**src/rtl/dcm_lock_supervisor_if.sv**
```systemverilog
// rtl/dcm_lock_supervisor_if.sv - control/status bundle between a DCM lock supervisor and its host
interface dcm_lock_supervisor_if;
  logic       enable_i;
  logic       dcm_locked_i;
  logic       restart_i;
  logic       dcm_reset_o;
  logic       clk_ok_o;
  logic       lost_lock_o;
  logic       fail_o;
  logic [3:0] retry_count_o;

  modport master (
    output enable_i,
    output dcm_locked_i,
    output restart_i,
    input  dcm_reset_o,
    input  clk_ok_o,
    input  lost_lock_o,
    input  fail_o,
    input  retry_count_o
  );

  modport slave (
    input  enable_i,
    input  dcm_locked_i,
    input  restart_i,
    output dcm_reset_o,
    output clk_ok_o,
    output lost_lock_o,
    output fail_o,
    output retry_count_o
  );
endinterface

```
**src/rtl/dcm_lock_supervisor.sv**
```systemverilog
// rtl/dcm_lock_supervisor.sv - DCM reset sequencing, lock qualification and bounded retry supervisor
module dcm_lock_supervisor #(
  parameter int RST_CYCLES    = 8,
  parameter int LOCK_TIMEOUT  = 50000,
  parameter int STABLE_CYCLES = 256,
  parameter int MAX_RETRIES   = 15
) (
  input  logic                   clk_i,
  input  logic                   reset_i,
  dcm_lock_supervisor_if.slave   bus
);

  typedef enum logic [2:0] {
    S_IDLE,
    S_RESET,
    S_WAIT_LOCK,
    S_STABLE,
    S_LOCKED,
    S_FAIL
  } state_t;

  // Terminal counts are "last cycle" values: the counter starts at 0 on entry.
  localparam logic [15:0] RST_LAST     = 16'(RST_CYCLES - 1);
  localparam logic [15:0] TIMEOUT_LAST = 16'(LOCK_TIMEOUT - 1);
  localparam logic [15:0] STABLE_LAST  = 16'(STABLE_CYCLES - 1);
  localparam logic [3:0]  RETRY_LIMIT  = 4'(MAX_RETRIES);

  state_t      state;
  state_t      state_nxt;
  logic [15:0] cnt;
  logic [3:0]  retry_cnt;
  logic [3:0]  retry_nxt;
  logic        retry_evt;
  logic        lost_nxt;
  logic        sync_meta;
  logic        locked;
  logic        dcm_reset_q;
  logic        clk_ok_q;
  logic        lost_lock_q;
  logic        fail_q;

  always_comb begin
    state_nxt = state;
    retry_nxt = retry_cnt;
    retry_evt = 1'b0;
    lost_nxt  = 1'b0;
    if (!bus.enable_i) begin
      state_nxt = S_IDLE;
      retry_nxt = 4'd0;
    end else begin
      case (state)
        S_IDLE:      state_nxt = S_RESET;
        S_RESET:     if (cnt == RST_LAST) state_nxt = S_WAIT_LOCK;
        S_WAIT_LOCK: begin
          if (locked)                    state_nxt = S_STABLE;
          else if (cnt == TIMEOUT_LAST)  retry_evt = 1'b1;
        end
        S_STABLE: begin
          if (!locked) begin
            retry_evt = 1'b1;
          end else if (cnt == STABLE_LAST) begin
            state_nxt = S_LOCKED;
            retry_nxt = 4'd0;
          end
        end
        S_LOCKED: begin
          if (!locked) begin
            state_nxt = S_RESET;
            lost_nxt  = 1'b1;
          end
        end
        S_FAIL: begin
          if (bus.restart_i) begin
            state_nxt = S_RESET;
            retry_nxt = 4'd0;
          end
        end
        default:     state_nxt = S_IDLE;
      endcase
      // Any failure path funnels through here, so a lock loss coinciding with a timeout counts once.
      if (retry_evt) begin
        if (retry_cnt == RETRY_LIMIT) begin
          state_nxt = S_FAIL;
        end else begin
          state_nxt = S_RESET;
          retry_nxt = retry_cnt + 4'd1;
        end
      end
    end
  end

  always_ff @(posedge clk_i or posedge reset_i) begin
    if (reset_i) begin
      sync_meta   <= 1'b0;
      locked      <= 1'b0;
      state       <= S_IDLE;
      cnt         <= 16'd0;
      retry_cnt   <= 4'd0;
      dcm_reset_q <= 1'b1;
      clk_ok_q    <= 1'b0;
      lost_lock_q <= 1'b0;
      fail_q      <= 1'b0;
    end else begin
      sync_meta <= bus.dcm_locked_i;
      locked    <= sync_meta;
      state     <= state_nxt;
      retry_cnt <= retry_nxt;
      if (state_nxt != state) begin
        cnt <= 16'd0;
      end else if (state == S_RESET || state == S_WAIT_LOCK || state == S_STABLE) begin
        cnt <= cnt + 16'd1;
      end
      // Outputs decode the next state so they change on the same edge as the state register.
      dcm_reset_q <= (state_nxt == S_IDLE) || (state_nxt == S_RESET) || (state_nxt == S_FAIL);
      clk_ok_q    <= (state_nxt == S_LOCKED);
      fail_q      <= (state_nxt == S_FAIL);
      lost_lock_q <= lost_nxt;
    end
  end

  assign bus.dcm_reset_o   = dcm_reset_q;
  assign bus.clk_ok_o      = clk_ok_q;
  assign bus.lost_lock_o   = lost_lock_q;
  assign bus.fail_o        = fail_q;
  assign bus.retry_count_o = retry_cnt;

endmodule

```
**src/flat_wrapper.sv**
```systemverilog
// flat-port wrapper written by rule: the top's interface ports become plain ports
module dcm_lock_supervisor_flat 
#(
  parameter int RST_CYCLES    = 8,
  parameter int LOCK_TIMEOUT  = 50000,
  parameter int STABLE_CYCLES = 256,
  parameter int MAX_RETRIES   = 15
)
  (clk_i, reset_i, bus_enable_i, bus_dcm_locked_i, bus_restart_i, bus_dcm_reset_o, bus_clk_ok_o, bus_lost_lock_o, bus_fail_o, bus_retry_count_o);
  dcm_lock_supervisor_if bus_i ();
  input  logic clk_i;
  input  logic reset_i;
  input wire logic [$bits(bus_i.enable_i)-1:0] bus_enable_i;
  input wire logic [$bits(bus_i.dcm_locked_i)-1:0] bus_dcm_locked_i;
  input wire logic [$bits(bus_i.restart_i)-1:0] bus_restart_i;
  output wire logic [$bits(bus_i.dcm_reset_o)-1:0] bus_dcm_reset_o;
  output wire logic [$bits(bus_i.clk_ok_o)-1:0] bus_clk_ok_o;
  output wire logic [$bits(bus_i.lost_lock_o)-1:0] bus_lost_lock_o;
  output wire logic [$bits(bus_i.fail_o)-1:0] bus_fail_o;
  output wire logic [$bits(bus_i.retry_count_o)-1:0] bus_retry_count_o;
  assign bus_i.enable_i = bus_enable_i;
  assign bus_i.dcm_locked_i = bus_dcm_locked_i;
  assign bus_i.restart_i = bus_restart_i;
  assign bus_dcm_reset_o = bus_i.dcm_reset_o;
  assign bus_clk_ok_o = bus_i.clk_ok_o;
  assign bus_lost_lock_o = bus_i.lost_lock_o;
  assign bus_fail_o = bus_i.fail_o;
  assign bus_retry_count_o = bus_i.retry_count_o;
  dcm_lock_supervisor #(.RST_CYCLES(RST_CYCLES), .LOCK_TIMEOUT(LOCK_TIMEOUT), .STABLE_CYCLES(STABLE_CYCLES), .MAX_RETRIES(MAX_RETRIES)) u_core (.clk_i(clk_i), .reset_i(reset_i), .bus(bus_i));
endmodule
```
**config.mk**
```make
export PLATFORM = sky130hd
export DESIGN_NAME = dcm_lock_supervisor_flat
export DESIGN_NICKNAME = d
export VERILOG_FILES = /design/src/rtl/dcm_lock_supervisor_if.sv /design/src/rtl/dcm_lock_supervisor.sv /design/src/flat_wrapper.sv
export SDC_FILE = /design/constraint.sdc
export NUM_CORES = 1
export LEC_CHECK = 0
export BUFFER_PORTS_ARGS = -buffer_cell sky130_fd_sc_hd__clkbuf_2
export CORE_MARGIN = 10
export CORE_UTILIZATION = 60
export DETAILED_ROUTE_END_ITERATION = 8
export PLACE_DENSITY = 0.8
export REMOVE_ABC_BUFFERS = 1
export SYNTH_ARGS = -nofsm -noshare
export SYNTH_HDL_FRONTEND = slang
export SYNTH_SLANG_ARGS = --single-unit
```
**constraint.sdc**
```tcl
create_clock -name clk_i -period 6.1 [get_ports clk_i]
set_input_delay 1.83 -clock clk_i [delete_from_list [all_inputs] [get_ports clk_i]]
set_output_delay 1.83 -clock clk_i [all_outputs]
set_load 0.01 [all_outputs]
```
---- Word-level counts from Yosys, hierarchy flattened ----
Cells that the tools add are included.
cells by class
  add/subtract/negate cells ............... 2
  eq/ne operators ......................... 13
  mux-type cells .......................... 26
  reduce and logical (&&, ||, !) cells .... 7
operators with widths
  cell                                            number
  2-to-1 mux 16 bit                               2
  2-to-1 mux 3 bit                                9
  2-to-1 mux 4 bit                                6
  case mux 3 bit (6 select lines)                 1
  adder 16 x 1 -> 16 bit, second input constant   1
  == test 16 bit, second input constant           1
  == test 16 x 3 -> 1 bit, second input constant  1
  == test 16 x 8 -> 1 bit, second input constant  1
  == test 3 bit, second input constant            4
  case mux 4 bit (2 select lines)                 1
  == test 3 x 1 -> 1 bit, second input constant   2
  == test 3 x 2 -> 1 bit, second input constant   2
  zero test 3 bit                                 2
  2-to-1 mux 1 bit                                6
  adder 4 x 1 -> 4 bit, second input constant     1
  == test 4 bit, second input constant            1
  logical OR 1 bit                                4
  != test 3 bit                                   1
  case mux 1 bit (2 select lines)                 1
  nonzero test 2 bit                              1
word-level totals
  bits in registers ....................... 29
  output and inout bits ................... 8
  word-level logic and storage cells ...... 57

---- Depth between registers and ports, before layout ----
Gate-level depths: netlist (run 1).
  word-level depth ........................ 10
  depth in mapped cells ................... 8
  depth with buffers taken out ............ 6

---- Worst setup path before layout (run 1) ----
OpenSTA, ideal clock, no wires.
  kind .................................... in2reg
  start ................................... input bus_enable_i
  end ..................................... register u_core.cnt[10]
  setup time .............................. 127 ps
  arrival time ............................ 3085 ps
  slack ................................... 2889 ps
  cell stages on the path ................. 6
  cells stage by stage .................... clkbuf_1 -> nand2_1 -> or3_1 -> o2111ai_2 -> buf_2 -> nor3_2
on the way
  longest elaborated chain between the ends .. 3
  elaborated cells on any way between the ends .. 4
  classes of those cells .................. 1 x eq/ne; 2 x mux; 1 x reduce/logical
ends and longest elaborated chain
  what                                                     line                        RTL
  start: declaration                                       flat_wrapper.sv:13          input wire logic [$bits(bus_i.enable_i)-1:0] bus_enable_i;
  2-to-1 mux 3 bit (*)                                     dcm_lock_supervisor.sv:47   if (!bus.enable_i) begin
  != test 3 bit (*)                                        dcm_lock_supervisor.sv:108  if (state_nxt != state) begin
  2-to-1 mux 16 bit or nonzero test 2 bit (tied branches)  --
  end signal: assignment                                   dcm_lock_supervisor.sv:111  cnt <= cnt + 16'd1;
  end: declaration                                         dcm_lock_supervisor.sv:30   logic [15:0] cnt;
Every way passes the cells marked *; elsewhere a longest branch is shown, timed or not.
A chain may end at the register's enable or synchronous reset.

---- Worst setup path after layout (run 1) ----
  start ................................... input bus_enable_i
  end ..................................... register u_core.cnt[3]
The elaborated chain is that of the path after synthesis.

==> impl_metrics.sql, run 1 <==
INSERT INTO impl_metrics (metric_group, metric, value, unit) VALUES
('logic_synthesis', 'synth_largest_type_area_fraction', '0.4170', ''),
('cts', 'numCtsBuffers', '5', ''),
('logic_synthesis', 'leading_area_contributor_after_synthesis', 'sky130_fd_sc_hd__dfrtp_1', ''),
('sta', 'finalClockSkew', '0.005043', 'ns'),
('logic_synthesis', 'synth_area', '1680', 'µm²'),
('worst_setup_path', 'worst_setup_path_end_kind', 'flip-flop', ''),
('finish', 'post_route_cells_drive_above_1_share', '0.2210', ''),
('cts', 'clkTransAtPathRegs', '0.09', 'ns'),
('min_path', 'hold_class', 'flip-flop to flip-flop', ''),
('sta', 'timing.slew.headroom', '0.2801', ''),
('sta', 'final_hold_viol_count', '0', ''),
('logic_synthesis', 'synth_async_sr_flop_share', '1.000', ''),
('finish', 'largest_reg_flops', '16', ''),
('floorplanning', 'die_height', '72.92', 'µm'),
('global_route', 'first_global_vias', '1383', ''),
('worst_setup_path', 'critPathKind', 'primary input to flip-flop', ''),
('logic_synthesis', 'synth_area_per_cell', '10.00', 'µm²'),
('routing', 'drt-initial-drc-count', '211', ''),
('place', 'gpl.final_weighted_congestion', '0.9759', ''),
('worst_setup_path', 'critical_path.cell_chain', 'clkbuf_2, nand2_1, o21ai_0, o2111ai_2, nor3_1', ''),
('finish', 'antenna-diode-count', '0', ''),
('finish', 'multiInputGateArea', '888.4', 'µm²'),
('cts', 'clkSinkCount', '29', ''),
('logic_synthesis', 'synth_edf_count', '0', ''),
('logic_synthesis', 'ys.flop_type', 'sky130_fd_sc_hd__dfrtp_1', ''),
('finish', 'finalNetCount', '187', ''),
('logic_synthesis', 'postSynthCellCount', '168', ''),
('outcome', 'outcome', 'complete, no violations', ''),
('floorplanning', 'floorplan_die_area', '5317', 'µm²'),
('sta', 'total_negative_slack_for_setup_checks', '0', 'ns'),
('worst_setup_path', 'critPathLaunchType', 'primary input', ''),
('finish', 'max_flop_register', 'u_core.cnt', ''),
('routing', 'detailed_route_wire_length_per_cell', '16.49', 'µm'),
('sta', 'fin_crit', '3.042', 'ns'),
('floorplanning', 'initial_core_util', '0.6200', ''),
('worst_setup_path', 'cp_data_arrival_time', '3.27', 'ns'),
('worst_setup_path', 'crit_path_top_delay_cell', 'sky130_fd_sc_hd__o2111ai_2', ''),
('floorplanning', 'fp.dieW', '72.92', 'µm'),
('routing', 'drt-pass1-iter-count', '4', ''),
('finish', 'postLayoutCoreUtil', '0.6736', ''),
('sta', 'fin_crit_sh', '0.4987', ''),
('finish', 'layout.cells.most_common', 'sky130_fd_sc_hd__dfrtp_1', ''),
('cts', 'skew_pair_late_insertion_delay', '0.33', 'ns'),
('sta', 'finalSetupViolations', '0', ''),
('routing', 'vias_after_detailed_routing', '1366', ''),
('cts', 'cts_tree', 'yes', ''),
('cts', 'resized_cells_post_cts', '0', ''),
('cts', 'hold_buffers', '0', ''),
('worst_setup_path', 'max_stage_delay', '0.54', 'ns'),
('cts', 'cts.path.max_buffers', '2', ''),
('finish', 'fill_cells', '230', ''),
('pwr', 'static-leakage-power', '0.7937', 'nW'),
('sta', 'maxClockFrequency', '328.7', 'MHz'),
('logic_synthesis', 'synth.yosys.seq_area_share', '0.4326', ''),
('worst_setup_path', 'required_time_reported_for_the_critical_path_endpoint', '6.33', 'ns'),
('sta', 'grt_setup_unrepaired', 'no', ''),
('cts', 'post-cts-setup-buffers', '0', ''),
('pwr', 'power.density', '221.9', 'nW/µm²'),
('routing', 'route.detailed.vias_per_inst', '6.443', ''),
('cts', 'htree_depth', '2', ''),
('routing', 'finalWirelength', '3495', 'µm'),
('logic_synthesis', 'number_of_flip_flops_and_latches_in_the_synthesized_netlist', '29', ''),
('logic_synthesis', 'synth.yosys.warnings', '0', ''),
('pwr', 'worst_supply_voltage_drop_on_vdd', '0.2624', 'mV'),
('global_route', 'maximum_number_of_pins_on_one_net_before_global_route_repair', '30', ''),
('finish', 'area_growth', '8.637', '%'),
('logic_synthesis', 'post_synth_main_area_contributors', 'sky130_fd_sc_hd__dfrtp_1, sky130_fd_sc_hd__nor3_2, sky130_fd_sc_hd__xor2_1', ''),
('finish', 'layout_common_cells', 'sky130_fd_sc_hd__dfrtp_1, sky130_fd_sc_hd__nand2_1, sky130_fd_sc_hd__clkbuf_2', ''),
('logic_synthesis', 'netlist-cell-type-count', '47', ''),
('global_route', 'grt_overflow_total', '0', ''),
('flow_run', 'timing.max_cap.violations', '0', '');
layer usage:
layer	up-vias	part of all wire	global-route usage	routed length, µm
li1	637	-	-	-
met1	670	0.41	0.1678	1420
met2	48	0.49	0.2264	1722
met3	11	0.072	0.04354	250
met4	0	0.029	0.09072	101
met5	-	0	0	0
metrics by stage:
step	area [µm²]	hold slack [ns]	instances	power (mW)
floorplan	1642	0.3312	161	0.2348
global placement	1740	0.3353	204	0.2436
detailed placement	1740	0.3583	204	0.2456
CTS	1826	0.3787	212	0.4088
global route	1826	0.3952	212	0.4253
finish	1826	0.3738	212	0.4051
cells in the mapped netlist (2+ instances only):
library cell,n
sky130_fd_sc_hd__dfrtp_1,28
sky130_fd_sc_hd__or4_4,2
sky130_fd_sc_hd__ha_1,2
sky130_fd_sc_hd__nor4_1,2
sky130_fd_sc_hd__clkbuf_1,5
sky130_fd_sc_hd__nand3_1,6
sky130_fd_sc_hd__o211ai_1,2
sky130_fd_sc_hd__and2_1,2
sky130_fd_sc_hd__xor2_1,9
sky130_fd_sc_hd__nor3_1,10
sky130_fd_sc_hd__inv_1,7
sky130_fd_sc_hd__o21ai_0,3
sky130_fd_sc_hd__or3_1,2
sky130_fd_sc_hd__or4_1,3
sky130_fd_sc_hd__xnor2_1,6
sky130_fd_sc_hd__nor3_2,10
sky130_fd_sc_hd__nand4_1,5
sky130_fd_sc_hd__nor2b_1,3
sky130_fd_sc_hd__and3_1,4
sky130_fd_sc_hd__nand2b_1,3
sky130_fd_sc_hd__nor2_1,6
sky130_fd_sc_hd__a21oi_1,7
sky130_fd_sc_hd__or2_2,2
sky130_fd_sc_hd__nand2_1,14
sky130_fd_sc_hd__a311oi_1,2
sky130_fd_sc_hd__or4bb_1,2
power by group:
group | internal [mW] | leakage [nW] | switching, mW | total, mW
clock network | 0.0978 | 0.0455 | 0.0655 | 0.163
registers | 0.198 | 0.394 | 0.00649 | 0.204
logic | 0.0119 | 0.354 | 0.0258 | 0.0377
worst max-delay path, delay by kind of cell:
kind / cells / cell delay [ns]
simple gates: 2 / 0.47
buf+inv: 1 / 0.18
compound gates: 2 / 0.79
worst paths after layout:
kind,startpoint,endpoint,slack (ns),depth (start not counted)
max,bus_enable_i,u_core.cnt[3],3.06,5
min,u_core.sync_meta,u_core.locked,0.37,0
max reg2reg,u_core.cnt[8],u_core.cnt[3],3.23,5
min reg2reg,u_core.sync_meta,u_core.locked,0.37,0
max in group asynchronous,reset_i,u_core.cnt[7],3.71,2
min in group asynchronous,reset_i,u_core.bus.retry_count_o[1],1.74,2
kinds of logic (layout without fill, tap and decap cells):
logic type	Yosys count	in the layout	share of synthesized area
buf+inv	14	27	0.03872
fa+ha+maj	2	2	0.01489
mux	1	1	0.005957
compound gates	27	27	0.1273
xor+xnor	15	15	0.07819
simple gates	80	80	0.3023
flops	29	29	0.4326
layout make-up:
class / instances / share of cell area
well taps: 31 / 0.02125
repair buffers: 12 / 0.03290
clock buffers: 7 / 0.03016
flip-flops and latches: 29 / 0.3982
inverters: 7 / 0.01439
clock inverters: 1 / 0.01645
multi-input cells: 125 / 0.4866
Note: power is estimated with default switching activity, not from simulation.
==> inputs of run 2 (changes only) <==
CORE_UTILIZATION = 59   (was 60)
PLACE_DENSITY = 0.79   (was 0.8)
clock period = 3.18 ns   (was 6.1 ns; I/O delays follow)
==> impl_metrics.sql, run 2 (synthesis results as in run 1) <==
INSERT INTO impl_metrics (metric_group, metric, value, unit) VALUES
('sta', 'hold_ws', '0.3608', 'ns'),
('sta', 'fin_crit_sh', '0.8729', ''),
('floorplanning', 'placeableCoreArea', '2734', 'µm²'),
('routing', 'drc', '0', ''),
('worst_setup_path', 'critical_path.cell_chain', 'or4_4, or4_4, a211o_1, o2111ai_4, nor3_1', ''),
('worst_setup_path', 'critPathLaunchType', 'flip-flop', ''),
('sta', 'report.final.slew_viol_count', '0', ''),
('routing', 'detailed_route_wire_length_per_cell', '15.94', 'µm'),
('routing', 'route.detailed.vias_per_inst', '6.252', ''),
('sta', 'timing_worst_slew_pin_value', '0.9627', 'ns'),
('outcome', 'outcome', 'complete, no violations', ''),
('worst_setup_path', 'timing.critical_path.fanout_max', '16', ''),
('sta', 'timing.slew.headroom', '0.3582', ''),
('routing', 'vias_after_detailed_routing', '1338', ''),
('cts', 'post-cts-setup-buffers', '0', ''),
('global_route', 'antenna_found_initial', '0', ''),
('floorplanning', 'floorplan_die_area', '5382', 'µm²'),
('place', 'hpwlAfterDp', '2481', 'µm'),
('finish', 'layout.cells.most_common', 'sky130_fd_sc_hd__dfrtp_1', ''),
('global_route', 'first_global_vias', '1289', ''),
('cts', 'hold_buffers', '0', ''),
('global_route', 'grt_overflow_total', '0', ''),
('cts', 'cts.path.max_buffers', '2', ''),
('routing', 'drt-pass1-iter-count', '4', ''),
('global_route', 'maximum_number_of_pins_on_one_net_before_global_route_repair', '30', ''),
('finish', 'finalNetCount', '189', ''),
('min_path', 'whs_endpoint', 'u_core.locked', ''),
('finish', 'max_flop_register', 'u_core.cnt', ''),
('routing', 'finalWirelength', '3411', 'µm'),
('global_route', 'track_usage', '0.1384', ''),
('min_path', 'worstHoldStart', 'u_core.sync_meta', ''),
('pwr', 'worst_supply_voltage_drop_on_vdd', '0.3137', 'mV'),
('floorplanning', 'die_height', '73.37', 'µm'),
('cts', 'numCtsBuffers', '5', ''),
('worst_setup_path', 'ff2ff_setup_slack', '0.40', 'ns'),
('floorplanning', 'io_pins', '13', ''),
('worst_setup_path', 'ff_to_ff_start', 'u_core.cnt[8]', ''),
('pwr', 'power.density', '383.7', 'nW/µm²'),
('place', 'placement.io_buffers', '12', ''),
('floorplanning', 'fp.dieW', '73.37', 'µm'),
('sta', 'maxClockFrequency', '360.3', 'MHz'),
('sta', 'finalSetupViolations', '0', ''),
('worst_setup_path', 'critPathKind', 'flip-flop to flip-flop', ''),
('flow_run', 'timing.max_cap.violations', '0', ''),
('floorplanning', 'rows', '19', ''),
('cts', 'cts_tree', 'yes', ''),
('pwr', 'static-leakage-power', '0.7910', 'nW'),
('worst_setup_path', 'path_buf_inv', '0', ''),
('cts', 'clkSinkCount', '29', ''),
('sta', 'fin_crit', '2.776', 'ns'),
('sta', 'total_negative_slack_for_setup_checks', '0', 'ns'),
('global_route', 'first_pass_grt_wire_length', '5899', 'µm'),
('floorplanning', 'initial_core_util', '0.6146', ''),
('cts', 'resized_cells_post_cts', '0', ''),
('finish', 'largest_reg_flops', '16', ''),
('finish', 'layout_common_cells', 'sky130_fd_sc_hd__dfrtp_1, sky130_fd_sc_hd__nand2_1, sky130_fd_sc_hd__clkbuf_2', ''),
('worst_setup_path', 'max_stage_delay', '0.57', 'ns'),
('worst_setup_path', 'worst_setup_path_end_kind', 'flip-flop', ''),
('sta', 'grt_setup_unrepaired', 'no', ''),
('sta', 'final_hold_viol_count', '0', ''),
('min_path', 'holdPathStages', '0', ''),
('cts', 'clkTransAtPathRegs', '0.09', 'ns'),
('cts', 'skew_pair_late_insertion_delay', '0.33', 'ns'),
('cts', 'root_buffer_selected_by_cts', 'sky130_fd_sc_hd__clkbuf_4', ''),
('worst_setup_path', 'regToRegEndpoint', 'u_core.cnt[14]', ''),
('worst_setup_path', 'crit_path_top_delay_cell', 'sky130_fd_sc_hd__or4_4', ''),
('routing', 'drt-initial-drc-count', '121', ''),
('finish', 'post_route_cells_drive_above_1_share', '0.2240', ''),
('routing', 'number_of_nets_still_failing_antenna_checks_after_routing', '0', ''),
('sta', 'finalClockSkew', '0.01412', 'ns'),
('worst_setup_path', 'timing.critical_path.max_delay_family', 'simple AND/OR/NAND/NOR gates', ''),
('finish', 'area_growth', '7.967', '%'),
('worst_setup_path', 'cp_data_arrival_time', '2.95', 'ns'),
('min_path', 'hold_class', 'flip-flop to flip-flop', ''),
('cts', 'htree_depth', '2', ''),
('finish', 'antenna-diode-count', '0', ''),
('worst_setup_path', 'cell_occurring_most_often_along_the_worst_timing_path', 'sky130_fd_sc_hd__or4_4', ''),
('worst_setup_path', 'ff2ff_path_depth', '5', ''),
('worst_setup_path', 'required_time_reported_for_the_critical_path_endpoint', '3.35', 'ns'),
('place', 'gpl.final_weighted_congestion', '0.8997', '');
## run 2: cell types whose count changed in the layout (fill, tap and decap cells not counted), sizes merged
cell and delta:
buf +2, clkbuf +1, bufinv -1
## run 2: power by group
group	switching, mW	leakage (nW)	internal [mW]
Clock	0.123	0.0326	0.109
Combinational	0.0493	0.364	0.0240
Sequential	0.0123	0.394	0.379
Total	0.184	0.791	0.512
## run 2: how the worst max path moves through the flow
stage	endpoint	start	cells past startpoint	slack, ns
after floorplan	u_core.cnt[0]	u_core.cnt[8]	5	0.60
after global placement	u_core.cnt[3]	u_core.cnt[8]	5	0.47
after detailed placement	u_core.cnt[14]	u_core.cnt[8]	5	0.41
after CTS	u_core.cnt[14]	u_core.cnt[8]	5	0.40
after global routing	u_core.cnt[3]	u_core.cnt[8]	5	0.29
final	u_core.cnt[14]	u_core.cnt[8]	5	0.40
## run 2: layout make-up
class | instances | area [µm²]
Fill cell | 227 | 919.6
Multi-Input combinational cell | 125 | 888.4
Sequential cell | 29 | 726.9
Timing Repair Buffer | 14 | 75.07
Clock buffer | 8 | 58.81
Tap cell | 31 | 38.79
Inverter | 7 | 26.28
## run 2: routing by layer
metal / track usage / vias up / share of wire
met4: 0.08489 / 0 / 0.027
met2: 0.2178 / 33 / 0.48
li1: - / 644 / -
met3: 0.04576 / 10 / 0.060
met1: 0.1586 / 651 / 0.43
met5: 0 / - / 0
## run 2: through the flow
stage,setup WS (ns),cells,util,cell area (µm²),total power [mW]
6_report,0.4042,214,0.6636,1814,0.6961
4_1_cts,0.3989,214,0.6636,1814,0.7072
5_1_grt,0.2945,214,0.6636,1814,0.7328
3_3_place_gp,0.4669,206,0.6421,1755,0.4670
2_1_floorplan,0.5977,161,-,1642,0.4503
3_5_place_dp,0.4113,206,0.6421,1755,0.4720
==> inputs of run 3 (changes only) <==
ABC_AREA = 1   (was not set)
CORE_MARGIN = 1.5   (was 10)
CORE_UTILIZATION = 53   (was 59)
PLACE_DENSITY = 0.75   (was 0.79)
clock period = 2.3 ns   (was 3.18 ns; I/O delays follow)
==> impl_metrics.sql, run 3 <==
INSERT INTO impl_metrics (metric_group, metric, value, unit) VALUES
('routing', 'drt-initial-drc-count', '62', ''),
('pwr', 'worst_supply_voltage_drop_on_vdd', '0.3486', 'mV'),
('sta', 'report.final.slew_viol_count', '0', ''),
('global_route', 'gr-max-usage-layer', 'met2', ''),
('pwr', 'static-leakage-power', '0.9127', 'nW'),
('finish', 'layout.cells.most_common', 'sky130_fd_sc_hd__nand2_1', ''),
('pwr', 'power_switching_share', '0.2541', ''),
('floorplanning', 'fp.dieW', '59.01', 'µm'),
('logic_synthesis', 'synth_edf_count', '0', ''),
('sta', 'total_negative_slack_for_setup_checks', '0', 'ns'),
('worst_setup_path', 'critPathKind', 'flip-flop to flip-flop', ''),
('worst_setup_path', 'critical_path.cell_chain', 'ha_1, nand2_2, inv_1, nand2_1, nor2_1, nand2_1, nand2_2, a21oi_1, nand2_1, nand2_1, nand2_1, inv_1, nand3_4, nor2_2', ''),
('finish', 'finalNetCount', '233', ''),
('routing', 'route.detailed.vias_per_inst', '4.904', ''),
('finish', 'area_growth', '10.61', '%'),
('routing', 'drc', '0', ''),
('sta', 'finalSetupViolations', '0', ''),
('worst_setup_path', 'max_stage_delay', '0.42', 'ns'),
('pwr', 'sequential_power_share', '0.547', ''),
('logic_synthesis', 'synth_area_per_cell', '7.994', 'µm²'),
('pwr', 'internal_power', '0.7177', 'mW'),
('finish', 'layout_common_cells', 'sky130_fd_sc_hd__nand2_1, sky130_fd_sc_hd__nor2_1, sky130_fd_sc_hd__inv_1, sky130_fd_sc_hd__dfrtp_1, sky130_fd_sc_hd__nand3_1', ''),
('logic_synthesis', 'post_synth_main_area_contributors', 'sky130_fd_sc_hd__dfrtp_1, sky130_fd_sc_hd__nand2_1, sky130_fd_sc_hd__nor2_1', ''),
('sta', 'fin_crit_sh', '0.8950', ''),
('finish', 'largest_reg_flops', '16', ''),
('worst_setup_path', 'critPathLaunchType', 'flip-flop', ''),
('min_path', 'whs_endpoint', 'u_core.locked', ''),
('cts', 'root_buffer_selected_by_cts', 'sky130_fd_sc_hd__clkbuf_4', ''),
('worst_setup_path', 'timing.critical_path.max_delay_family', 'simple AND/OR/NAND/NOR gates', ''),
('pwr', 'pwr-share-clk', '0.371', ''),
('sta', 'grt_setup_unrepaired', 'no', ''),
('routing', 'finalWirelength', '3018', 'µm'),
('global_route', 'antenna_found_initial', '0', ''),
('global_route', 'first_global_vias', '1181', ''),
('worst_setup_path', 'ff2ff_path_depth', '14', ''),
('worst_setup_path', 'ff_to_ff_start', 'u_core.cnt[0]', ''),
('logic_synthesis', 'synth.yosys.warnings', '0', ''),
('routing', 'drt-pass1-iter-count', '4', ''),
('worst_setup_path', 'ff2ff_setup_slack', '0.24', 'ns'),
('sta', 'final_hold_viol_count', '0', ''),
('place', 'gpl.final_weighted_congestion', '0.8582', ''),
('logic_synthesis', 'leading_area_contributor_after_synthesis', 'sky130_fd_sc_hd__dfrtp_1', ''),
('pwr', 'power.density', '523.2', 'nW/µm²'),
('floorplanning', 'rows', '20', ''),
('logic_synthesis', 'postSynthCellCount', '208', ''),
('global_route', 'globalRouteMet3Util', '0.07205', ''),
('place', 'placement.io_buffers', '12', ''),
('routing', 'number_of_nets_still_failing_antenna_checks_after_routing', '0', ''),
('min_path', 'worstHoldStart', 'u_core.sync_meta', ''),
('sta', 'fin_crit', '2.058', 'ns'),
('pwr', 'total_switching_power', '0.2445', 'mW'),
('outcome', 'outcome', 'complete, no violations', ''),
('cts', 'clkTransAtPathRegs', '0.09', 'ns'),
('place', 'hpwlAfterDp', '2229', 'µm'),
('flow_run', 'timing.max_cap.violations', '0', ''),
('worst_setup_path', 'cp_data_arrival_time', '2.33', 'ns'),
('cts', 'clkSinkCount', '29', ''),
('worst_setup_path', 'crit_path_top_delay_cell', 'sky130_fd_sc_hd__dfrtp_1', ''),
('global_route', 'grt_overflow_total', '0', ''),
('logic_synthesis', 'synth_area', '1663', 'µm²'),
('floorplanning', 'io_pins', '13', ''),
('finish', 'antenna-diode-count', '0', ''),
('worst_setup_path', 'path_buf_inv', '2', ''),
('sta', 'hold_ws', '0.3564', 'ns'),
('global_route', 'maximum_number_of_pins_on_one_net_before_global_route_repair', '30', ''),
('worst_setup_path', 'required_time_reported_for_the_critical_path_endpoint', '2.57', 'ns'),
('logic_synthesis', 'post_synth_most_frequent_cells', 'sky130_fd_sc_hd__nand2_1, sky130_fd_sc_hd__nor2_1, sky130_fd_sc_hd__dfrtp_1, sky130_fd_sc_hd__inv_1, sky130_fd_sc_hd__nand3_1', ''),
('worst_setup_path', 'cell_occurring_most_often_along_the_worst_timing_path', 'sky130_fd_sc_hd__nand2_1', ''),
('cts', 'skew_pair_late_insertion_delay', '0.34', 'ns'),
('cts', 'cts_tree', 'yes', ''),
('worst_setup_path', 'timing.critical_path.fanout_max', '16', ''),
('sta', 'finalClockSkew', '0.01086', 'ns'),
('finish', 'post_route_cells_drive_above_1_share', '0.2026', ''),
('logic_synthesis', 'number_of_flip_flops_and_latches_in_the_synthesized_netlist', '29', ''),
('logic_synthesis', 'ys.flop_type', 'sky130_fd_sc_hd__dfrtp_1', ''),
('routing', 'detailed_route_wire_length_per_cell', '11.14', 'µm'),
('logic_synthesis', 'synth.yosys.seq_area_share', '0.4372', ''),
('sta', 'timing.slew.headroom', '0.7592', ''),
('cts', 'cts.path.max_buffers', '2', ''),
('floorplanning', 'die_height', '59.01', 'µm'),
('worst_setup_path', 'regToRegEndpoint', 'u_core.cnt[1]', ''),
('global_route', 'globalRouteMet1Util', '0.2704', ''),
('cts', 'numCtsBuffers', '5', ''),
('cts', 'post-cts-setup-buffers', '0', ''),
('min_path', 'holdPathStages', '0', ''),
('cts', 'htree_depth', '2', ''),
('logic_synthesis', 'synth_async_sr_flop_share', '1.000', ''),
('pwr', 'power_frac_comb', '0.082', ''),
('floorplanning', 'placeableCoreArea', '3028', 'µm²'),
('global_route', 'grtUsageMet2', '0.3143', ''),
('sta', 'maxClockFrequency', '485.8', 'MHz'),
('logic_synthesis', 'synth_largest_type_area_fraction', '0.4214', ''),
('sta', 'timing_worst_slew_pin_value', '0.3611', 'ns'),
('floorplanning', 'initial_core_util', '0.5492', ''),
('min_path', 'hold_class', 'flip-flop to flip-flop', ''),
('global_route', 'first_pass_grt_wire_length', '5257', 'µm'),
('global_route', 'track_usage', '0.2061', ''),
('floorplanning', 'floorplan_die_area', '3482', 'µm²'),
('logic_synthesis', 'yosys.cell_count.top_type', 'sky130_fd_sc_hd__nand2_1', ''),
('worst_setup_path', 'worst_setup_path_end_kind', 'flip-flop', ''),
('finish', 'max_flop_register', 'u_core.cnt', ''),
('logic_synthesis', 'netlist-cell-type-count', '25', ''),
('routing', 'vias_after_detailed_routing', '1329', '');
==> run 3: what timing repair did <==
item,CTS,global route
hold buffers,0,0
endpoints found under the setup margin,0,1
gates resized for setup,0,1
==> run 3: kinds of logic after synthesis <==
kind of cell | share of synthesized area
adders and majority gates | 0.01505
AOI/OAI and AO/OA | 0.03462
buffers and inverters | 0.07900
DFF | 0.4372
xor gates and xnor gates | 0.07901
and+or+nand+nor | 0.3491
muxes | 0.006020
==> run 3: through the flow <==
step / util / total power, mW / worst slack (ns) / cells / area, µm²
2_1_floorplan: - / 0.5902 / 0.5087 / 205 / 1637
3_3_place_gp: 0.5835 / 0.6120 / 0.3224 / 263 / 1767
3_5_place_dp: 0.5835 / 0.6142 / 0.2227 / 263 / 1767
4_1_cts: 0.6066 / 0.9679 / 0.1934 / 271 / 1837
5_1_grt: 0.6074 / 1.005 / 0.008557 / 271 / 1839
6_report: 0.6074 / 0.9623 / 0.2415 / 271 / 1839
==> run 3: final cells by class <==
type | instances | area (µm²)
Inverter | 28 | 105.1
Clock inverter | 1 | 5.005
Clock buffer | 7 | 65.06
Sequential cell | 29 | 726.9
Fill cell | 272 | 1189
Multi-Input combinational cell | 148 | 807.0
Tap cell | 44 | 55.05
Timing Repair Buffer | 14 | 75.07
==> run 3: per-layer routing <==
metal  up-vias  wire length [µm]
met5         -                 0
met4         0                34
met3         5               125
met2        23              1413
met1       613              1444
li1        688                 -
==> run 3: worst max-delay path by stage <==
stage                   from            end  depth (start not counted)
2_1_floorplan  u_core.cnt[0]  u_core.cnt[0]                         14
3_3_place_gp   u_core.cnt[0]  u_core.cnt[3]                         15
4_1_cts        u_core.cnt[1]  u_core.cnt[1]                         15
6_report       u_core.cnt[0]  u_core.cnt[1]                         14
5_1_grt        u_core.cnt[1]  u_core.cnt[0]                         15
3_5_place_dp   u_core.cnt[1]  u_core.cnt[1]                         15
==> run 3: power by group through the flow <==
stage | registers (mW) | logic [mW] | clock network, mW
after floorplan | 0.534 | 0.0562 | 0
after global placement | 0.536 | 0.0764 | 0
after detailed placement | 0.536 | 0.0777 | 0
after CTS | 0.526 | 0.0780 | 0.363
after global routing | 0.528 | 0.0897 | 0.387
final | 0.526 | 0.0784 | 0.357
